## src/rtl/pmod_jstk_reader.sv

```systemverilog
// pmod_jstk_reader
//   Polls a PmodJSTK joystick over SPI mode 0 every POLL_CYCLES clocks and
//   presents the latest 10-bit X/Y position and the three buttons.
//
//   Ports
//     clk       system clock, rising edge
//     clr       asynchronous active-high reset
//     en        polling enable (sampled only when a poll slot comes round)
//     leds      LED request bits sent in byte 0 (only with JSTK_LED_EN)
//     miso      serial data from the joystick
//     ss        slave select, active-low
//     sclk      SPI clock, idle low
//     mosi      serial data to the joystick
//     joy_x     last X sample, 0..1023 (512 after reset)
//     joy_y     last Y sample, 0..1023 (512 after reset)
//     buttons   {trigger, btn2, btn1}, active-high
//     valid     one-cycle pulse coinciding with refreshed joy_x/joy_y/buttons
//     busy      high while a transaction is in progress
//
//   Build option
//     JSTK_LED_EN  when defined, byte 0 on mosi is {1'b1, 5'b0, leds} with
//                  leds captured at SETUP entry; otherwise mosi stays 0.
module pmod_jstk_reader #(
    parameter int unsigned SCLK_HALF   = 50,
    parameter int unsigned SS_SETUP    = 1500,
    parameter int unsigned BYTE_GAP    = 1000,
    parameter int unsigned POLL_CYCLES = 1000000
) (
    input  logic       clk,
    input  logic       clr,
    input  logic       en,
    input  logic [1:0] leds,
    input  logic       miso,
    output logic       ss,
    output logic       sclk,
    output logic       mosi,
    output logic [9:0] joy_x,
    output logic [9:0] joy_y,
    output logic [2:0] buttons,
    output logic       valid,
    output logic       busy
);

    typedef enum logic [2:0] {IDLE, SETUP, SHIFT, GAP, DONE} state_t;

    localparam int unsigned TMAX_A = (SS_SETUP > BYTE_GAP) ? SS_SETUP : BYTE_GAP;
    localparam int unsigned TMAX   = (TMAX_A > SCLK_HALF) ? TMAX_A : SCLK_HALF;
    localparam int unsigned TW     = (TMAX > 1) ? $clog2(TMAX) : 1;
    localparam int unsigned PW     = (POLL_CYCLES > 1) ? $clog2(POLL_CYCLES) : 1;

    localparam logic [TW-1:0] SETUP_LAST = TW'(SS_SETUP - 1);
    localparam logic [TW-1:0] HALF_LAST  = TW'(SCLK_HALF - 1);
    localparam logic [TW-1:0] GAP_LAST   = TW'(BYTE_GAP - 1);
    localparam logic [PW-1:0] POLL_LAST  = PW'(POLL_CYCLES - 1);

    state_t        state_q, state_d;
    logic [PW-1:0] poll_q, poll_d;
    logic [TW-1:0] tmr_q, tmr_d;
    logic [2:0]    bit_q, bit_d;
    logic [2:0]    byte_q, byte_d;
    logic          sclk_q, sclk_d;
    logic          ss_q, ss_d;
    logic [7:0]    rx_q, rx_d;
    logic [9:0]    x_q, x_d;
    logic [9:0]    y_q, y_d;
    logic [9:0]    joy_x_q, joy_x_d;
    logic [9:0]    joy_y_q, joy_y_d;
    logic [2:0]    btn_q, btn_d;
    logic          valid_q, valid_d;
`ifdef JSTK_LED_EN
    logic [7:0]    tx_q, tx_d;
    logic          mosi_q, mosi_d;
`endif

    always_ff @(posedge clk or posedge clr) begin
        if (clr) begin
            state_q <= IDLE;
            poll_q  <= '0;
            tmr_q   <= '0;
            bit_q   <= '0;
            byte_q  <= '0;
            sclk_q  <= 1'b0;
            ss_q    <= 1'b1;
            rx_q    <= '0;
            x_q     <= '0;
            y_q     <= '0;
            joy_x_q <= 10'd512;
            joy_y_q <= 10'd512;
            btn_q   <= '0;
            valid_q <= 1'b0;
`ifdef JSTK_LED_EN
            tx_q    <= '0;
            mosi_q  <= 1'b0;
`endif
        end else begin
            state_q <= state_d;
            poll_q  <= poll_d;
            tmr_q   <= tmr_d;
            bit_q   <= bit_d;
            byte_q  <= byte_d;
            sclk_q  <= sclk_d;
            ss_q    <= ss_d;
            rx_q    <= rx_d;
            x_q     <= x_d;
            y_q     <= y_d;
            joy_x_q <= joy_x_d;
            joy_y_q <= joy_y_d;
            btn_q   <= btn_d;
            valid_q <= valid_d;
`ifdef JSTK_LED_EN
            tx_q    <= tx_d;
            mosi_q  <= mosi_d;
`endif
        end
    end

    always_comb begin
        state_d = state_q;
        tmr_d   = tmr_q;
        bit_d   = bit_q;
        byte_d  = byte_q;
        sclk_d  = sclk_q;
        ss_d    = ss_q;
        rx_d    = rx_q;
        x_d     = x_q;
        y_d     = y_q;
        joy_x_d = joy_x_q;
        joy_y_d = joy_y_q;
        btn_d   = btn_q;
        valid_d = 1'b0;
`ifdef JSTK_LED_EN
        tx_d    = tx_q;
        mosi_d  = mosi_q;
`endif
        // The poll counter runs through transactions so start-to-start is fixed.
        poll_d = (poll_q == POLL_LAST) ? '0 : poll_q + 1'b1;

        unique case (state_q)
            IDLE: begin
                if (poll_q == POLL_LAST && en) begin
                    state_d = SETUP;
                    tmr_d   = '0;
                    ss_d    = 1'b0;
`ifdef JSTK_LED_EN
                    tx_d    = {1'b1, 5'b0, leds};
`endif
                end
            end
            SETUP: begin
                if (tmr_q == SETUP_LAST) begin
                    state_d = SHIFT;
                    tmr_d   = '0;
                    bit_d   = '0;
                    byte_d  = '0;
`ifdef JSTK_LED_EN
                    mosi_d  = tx_q[7];
`endif
                end else begin
                    tmr_d = tmr_q + 1'b1;
                end
            end
            SHIFT: begin
                if (tmr_q == HALF_LAST) begin
                    tmr_d = '0;
                    if (!sclk_q) begin
                        // miso sampled on the same edge that raises sclk
                        sclk_d = 1'b1;
                        rx_d   = {rx_q[6:0], miso};
                    end else begin
                        sclk_d = 1'b0;
                        if (bit_q == 3'd7) begin
                            unique case (byte_q)
                                3'd0:    x_d[7:0] = rx_q;
                                3'd1:    x_d[9:8] = rx_q[1:0];
                                3'd2:    y_d[7:0] = rx_q;
                                3'd3:    y_d[9:8] = rx_q[1:0];
                                default: ;
                            endcase
                            state_d = (byte_q == 3'd4) ? DONE : GAP;
`ifdef JSTK_LED_EN
                            tx_d    = '0;
                            mosi_d  = 1'b0;
`endif
                        end else begin
                            bit_d = bit_q + 1'b1;
`ifdef JSTK_LED_EN
                            tx_d   = {tx_q[6:0], 1'b0};
                            mosi_d = tx_q[6];
`endif
                        end
                    end
                end else begin
                    tmr_d = tmr_q + 1'b1;
                end
            end
            GAP: begin
                if (tmr_q == GAP_LAST) begin
                    state_d = SHIFT;
                    tmr_d   = '0;
                    bit_d   = '0;
                    byte_d  = byte_q + 1'b1;
`ifdef JSTK_LED_EN
                    mosi_d  = tx_q[7];
`endif
                end else begin
                    tmr_d = tmr_q + 1'b1;
                end
            end
            DONE: begin
                // Byte 4 is still in rx_q; outputs and valid update together.
                state_d = IDLE;
                ss_d    = 1'b1;
                joy_x_d = x_q;
                joy_y_d = y_q;
                btn_d   = rx_q[2:0];
                valid_d = 1'b1;
            end
            default: state_d = IDLE;
        endcase
    end

    assign ss      = ss_q;
    assign sclk    = sclk_q;
    assign busy    = ~ss_q;
    assign joy_x   = joy_x_q;
    assign joy_y   = joy_y_q;
    assign buttons = btn_q;
    assign valid   = valid_q;

`ifdef JSTK_LED_EN
    assign mosi = mosi_q;
`else
    logic unused_leds;
    assign unused_leds = ^leds;
    assign mosi        = 1'b0;
`endif

endmodule

```

## config.mk

```make
export PLATFORM = sky130hd
export DESIGN_NAME = pmod_jstk_reader
export DESIGN_NICKNAME = d
export VERILOG_FILES = /design/src/rtl/pmod_jstk_reader.sv
export SDC_FILE = /design/constraint.sdc
export NUM_CORES = 1
export LEC_CHECK = 0
export CAP_MARGIN = 25
export CORE_UTILIZATION = 40
export CTS_CLUSTER_SIZE = 14
export DETAILED_ROUTE_END_ITERATION = 8
export PLACE_DENSITY = 0.67
export REMOVE_ABC_BUFFERS = 1
export SETUP_SLACK_MARGIN = 0.02
export SYNTH_ARGS = -nofsm -noshare
export SYNTH_HDL_FRONTEND = slang
export SYNTH_SLANG_ARGS = --single-unit
export TNS_END_PERCENT = 5
```

## constraint.sdc

```tcl
create_clock -name clk -period 3.72 [get_ports clk]
set_input_delay 0.372 -clock clk [delete_from_list [all_inputs] [get_ports clk]]
set_output_delay 0.372 -clock clk [all_outputs]
set_load 0.005 [all_outputs]
```

* Yosys cells after proc, flatten, opt, wreduce, memory -nomap -nowiden
Cells that the tools add are included.
** Word-level totals
- Output and inout port bits :: 28
- Bits of input ports :: 6
- Register bits :: 94
- Logic and storage cells :: 86
** Cells by class
- Bitwise operators :: 2
- Eq/ne operators :: 20
- Reduce and logical (&&, ||, !) cells :: 18
- Multiplexer cells :: 26
- $add $sub $neg :: 4
** Operator list (number)
- $mux W11 :: 4
- $pmux W11 S4 :: 1
- $mux W3 :: 13
- $add A20 B1 Y20 const B :: 1
- $eq A20 B20 Y1 const B :: 1
- $mux W20 :: 1
- $reduce_and A5 Y1 :: 4
- $ne A2 B2 Y1 const B :: 7
- $eq A3 B2 Y1 const B :: 4
- $pmux W3 S4 :: 1
- $reduce_and A6 Y1 :: 2
- $add A11 B1 Y11 const B :: 1
- $eq A11 B10 Y1 const B :: 1
- $eq A11 B11 Y1 const B :: 1
- $eq A11 B6 Y1 const B :: 1
- $eq A3 B3 Y1 const B :: 3
- $pmux W3 S3 :: 1
- $add A3 B1 Y3 const B :: 2
- $eq A3 B1 Y1 const B :: 2
- $logic_not A3 Y1 :: 2
- $pmux W3 S2 :: 1
- $reduce_and A2 Y1 :: 3
- $reduce_and A3 Y1 :: 2
- $reduce_bool A2 Y1 :: 2
- other kinds (6) :: 9

* Depth between registers and ports, before layout
- Depth after elaboration :: 6
- Gate-level depth with buffers :: 8
- Gate-level depth less buffers :: 7

* Worst setup path after synthesis
No wires, ideal clock.
- Path kind :: register to register
- From :: reg tmr_q[1]
- To :: reg y_q[8]
- Stages on the path, launching flop included :: 8
- Period minus slack after synthesis :: 1.928 ns
- Arrival time :: 1.803 ns
- Setup time :: 0.125 ns
- Data required time :: 3.595 ns
- Path buffers :: 0
- Setup slack :: 1.792 ns
- Path through :: dfrtp_1 inv_1 ha_1 nor4b_2 and3_2 nand3_2 or3_4 mux2_4
** Between the ends
- Cells in the longest elaborated chain, start to end :: 2
** RTL lines
- from (decl) :: RTL line 58 : logic [TW-1:0] tmr_q, tmr_d;
- from (signal assigned) :: RTL line 98 : tmr_q <= tmr_d;
- $eq A11 B6 Y1 :: RTL line 163 : if (tmr_q == HALF_LAST) begin
- $reduce_and A5 Y1 (no source line)
- to (signal assigned) :: RTL line 105 : y_q <= y_d;
- to (decl) :: RTL line 65 : logic [9:0] y_q, y_d;
Every way passes these cells.
A chain may end at the register's enable or synchronous reset.

* Worst setup path in the final report
- From :: reg tmr_q[2]
- To :: reg state_q[1]
** Between the ends
- Cells in the longest elaborated chain, start to end :: 3
- Elaborated cells on any way between the ends :: 7
- Classes of those cells :: 6 x eq/ne; 1 x reduce/logical
** RTL lines
- $eq A11 B10 Y1, or another cell as far along :: RTL line 197 : if (tmr_q == GAP_LAST) begin
- $ne A2 B2 Y1 (no source line)
- $reduce_and A6 Y1 (no source line) (*)
- to (signal assigned) :: RTL line 96 : state_q <= state_d;
- to (decl) :: RTL line 56 : state_t state_q, state_d;
Every way passes the cells marked *; elsewhere a longest branch is shown, timed or not.

==> flow_metrics.env <==
export IMPL_status="finished clean"
export IMPL_hold_buffers=0
export IMPL_pwr_share_clk_pct=37.6
export IMPL_reg2reg_slack_ns=1.45
export IMPL_die_x_um=107
export IMPL_grt_usage_pct=14.5
export IMPL_fmax_mhz=440
export IMPL_postPlaceCellArea_um2=4890
export IMPL_end_kind="flip-flop"
export IMPL_wl_per_cell_um=13.6
export IMPL_fin_area_um2=5070
export IMPL_power_density_nw_per_um2=331
export IMPL_fin_worst_skew_ns=0.0108
export IMPL_worstPathMaxFanout=23
export IMPL_synth_warnings=0
export IMPL_period_share_pct=61.1
export IMPL_synth_async_reset_ratio_pct=100
export IMPL_cap_violations=0
export IMPL_hold_viol_final=0
export IMPL_power_frac_comb_pct=1.5
export IMPL_crit_path_start_kind="flip-flop"
export IMPL_rsz0062_at_grt="false"
export IMPL_first_iter_violations=127
export IMPL_p_leak_nw=2.43
export IMPL_worstPathRequired_ns=3.98
export IMPL_globalplace_congestion=0.773
export IMPL_synth_cell_types=63
export IMPL_grt_max_degree=45
export IMPL_clk_pin_slew_ns=0.10
export IMPL_synth_most_common_cell="dfrtp_1"
export IMPL_synth_top_area_cell="dfrtp_1"
export IMPL_numCtsBuffers=9
export IMPL_grt_antenna_before_repair=0
export IMPL_crit_type="reg2reg"
export IMPL_root_buffer="clkbuf_8"
export IMPL_nNetsFinal=409
export IMPL_port_buffers=30
export IMPL_num_vias=2754
export IMPL_place_hpwl_um=5220
export IMPL_start_util_pct=41.0
export IMPL_cts_sinks=94
export IMPL_final_antenna_net_count=0
export IMPL_worst_endpoint_arrival_ns=2.53
export IMPL_cts_max_level=3
export IMPL_p_switching_w=0.000398
export IMPL_synth_top_family_by_area="simple AND/OR/NAND/NOR gates"
export IMPL_synth_compound_area_share_pct=6.54
export IMPL_grt_first_pass_wirelength_um=13000
export IMPL_pwr_share_seq_pct=60.9
export IMPL_post_synth_cell_area_avg_um2=12.3
export IMPL_synth_edf_count=0
export IMPL_sw_frac_of_total_pct=23.7
export IMPL_synth_seq_cells=94
export IMPL_power_internal_w=0.00128
export IMPL_cts_setup_buffers=0
export IMPL_clockBufferDepth=2
export IMPL_synthesis_area_um2=4440
export IMPL_synth_area_leaders="dfrtp_1 51%, mux2_2 7.9%, mux2_4 7.1%"
export IMPL_die_area_um2=11500
export IMPL_finalCriticalPeriod_ns=2.27
export IMPL_ys_flop_type="dfrtp_1"
export IMPL_ys_seq_area_share_pct=53.0
export IMPL_hold_class="in2async"
export IMPL_synth_xor_area_share_pct=3.35
export IMPL_cts_tree="done"
export IMPL_slew_viol_final=0
export IMPL_rows=38
export IMPL_tns_ns=0
export IMPL_grt_remaining_overflow=0
export IMPL_synthSimpleGateAreaFrac_pct=15.8
export IMPL_critPathTopFamily="compound AO/OA/AOI/OAI gates"
export IMPL_critPathBufInv=0
export IMPL_clk_latency_ns=0.37
export IMPL_finalSetupViolCount=0
export IMPL_cts_resized_gates=0
export IMPL_slowest_stage="dfrtp_1"
export IMPL_synth_common_cells="91 x dfrtp_1, 31 x mux2_2, 23 x nand2_1"
export IMPL_synth_mux_area_share_pct=15.5
export IMPL_top_level_ports=34
export IMPL_worstMarginPinSlew_ns=0.958
export IMPL_syn2layout_area_growth_pct=14.1
export IMPL_drt_pass1_iter_count=6
export IMPL_routed_wl_um=7330
export IMPL_synth_top_area_share_pct=51.3
export IMPL_slowest_delay_ns=0.48
export IMPL_drive_gt1_share_pct=24.1
export IMPL_slew_headroom_pct=35.9
export IMPL_synth_cells=360
export IMPL_crit_chain="or3b_4 -> o311ai_4 -> o211ai_2 -> o41ai_1"
export IMPL_synth_fa_ha_area_share_pct=2.82
export IMPL_route_detailed_drc=0
export IMPL_ir_drop_v=0.000142
export IMPL_core_um2=10800
export IMPL_grt_pass1_vias=2701
export IMPL_antennaDiodeCount=0
export IMPL_die_y_um=107
export IMPL_vias_per_cell=5.12
## final cells by class
type	instances	area, um^2
inverters	15	57.6
flip-flops and latches	94	2360
fillers	985	5770
multi-input cells	239	1960
clock inverters	7	55.1
well taps	140	175
repair buffers	34	338
clock buffers	9	124
## placed cells by master (no fill, tap or decap), types with 3 or more instances in the layout
master	n
a21oi_1	10
a31oi_1	8
and3_1	9
buf_4	3
clkbuf_8	9
clkdlybuf4s50_1	30
clkinv_2	3
dfrtp_1	91
dfstp_2	3
ha_1	10
inv_1	13
inv_6	3
mux2_2	31
mux2_4	21
nand2_1	23
nand2b_1	3
nand3_1	19
nand4_1	4
nor2_1	18
nor3_1	7
nor4b_1	3
o21ai_0	4
xnor2_1	9
xor2_1	8
## worst reg2reg max path, delay by kind of cell (launching register included)
kind	cells	cell delay, ns
flops	1	0.48
compound gates	3	1.25
simple gates	1	0.44
## sequential cells by signal (all words and copies together), names as in the netlist
signal / cells
valid: 1
joy_y: 10
poll_q: 20
tmr_q: 11
joy_x: 10
ss: 1
state_q: 3
x_q: 10
byte_q: 3
bit_q: 3
rx_q: 8
y_q: 10
sclk: 1
buttons: 3
## cells by family after synthesis
family / after synthesis
simple gates: 117
buf+inv: 27
other cells: 1
flops: 94
fa+ha+maj: 10
xor+xnor: 17
mux: 54
compound gates: 40
## final timing paths
| kind | endpoint | start | cells after the start |
|---|---|---|---|
| worst max-delay path | state_q[1] | tmr_q[2] | 4 |
| worst min-delay path | y_q[4] | clr | 2 |
| worst max register to register | state_q[1] | tmr_q[2] | 4 |
| worst min register to register | poll_q[0] | poll_q[0] | 1 |
| max in group asynchronous | joy_x[9] | clr | 3 |
| min in group clk | poll_q[0] | poll_q[0] | 1 |
## power by group through the flow
stage	Sequential (W)	Clock, W	Combinational [W]
finish	0.00102	0.000630	0.0000247
global route	0.00102	0.000694	0.0000300
CTS	0.00102	0.000653	0.0000269
detailed placement	0.00104	0	0.0000268
global placement	0.00104	0	0.0000259
floorplan	0.00104	0	0.0000151
## per-layer routing
metal  track usage [%]  share of wire [%]  vias to the layer above
met1              19.2                 47                     1361
li1                  -                  -                     1350
met5                 0                  0                        -
met3              2.72                2.4                       10
met4              7.05                2.0                        0
met2              22.8                 48                       33
## stage by stage
stage | setup slack (ns) | util [%] | hold slack (ns) | cells | total power [W]
after detailed placement | 1.45 | 45.1 | 0.473 | 522 | 0.00107
after global routing | 1.28 | 46.8 | 0.495 | 538 | 0.00175
final | 1.45 | 46.8 | 0.436 | 538 | 0.00168
after floorplan | 0.904 | - | 0.448 | 348 | 0.00106
after global placement | 1.50 | 45.0 | 0.471 | 521 | 0.00107
after CTS | 1.43 | 46.8 | 0.448 | 538 | 0.00170
Note: power is estimated with default switching activity, not from simulation.
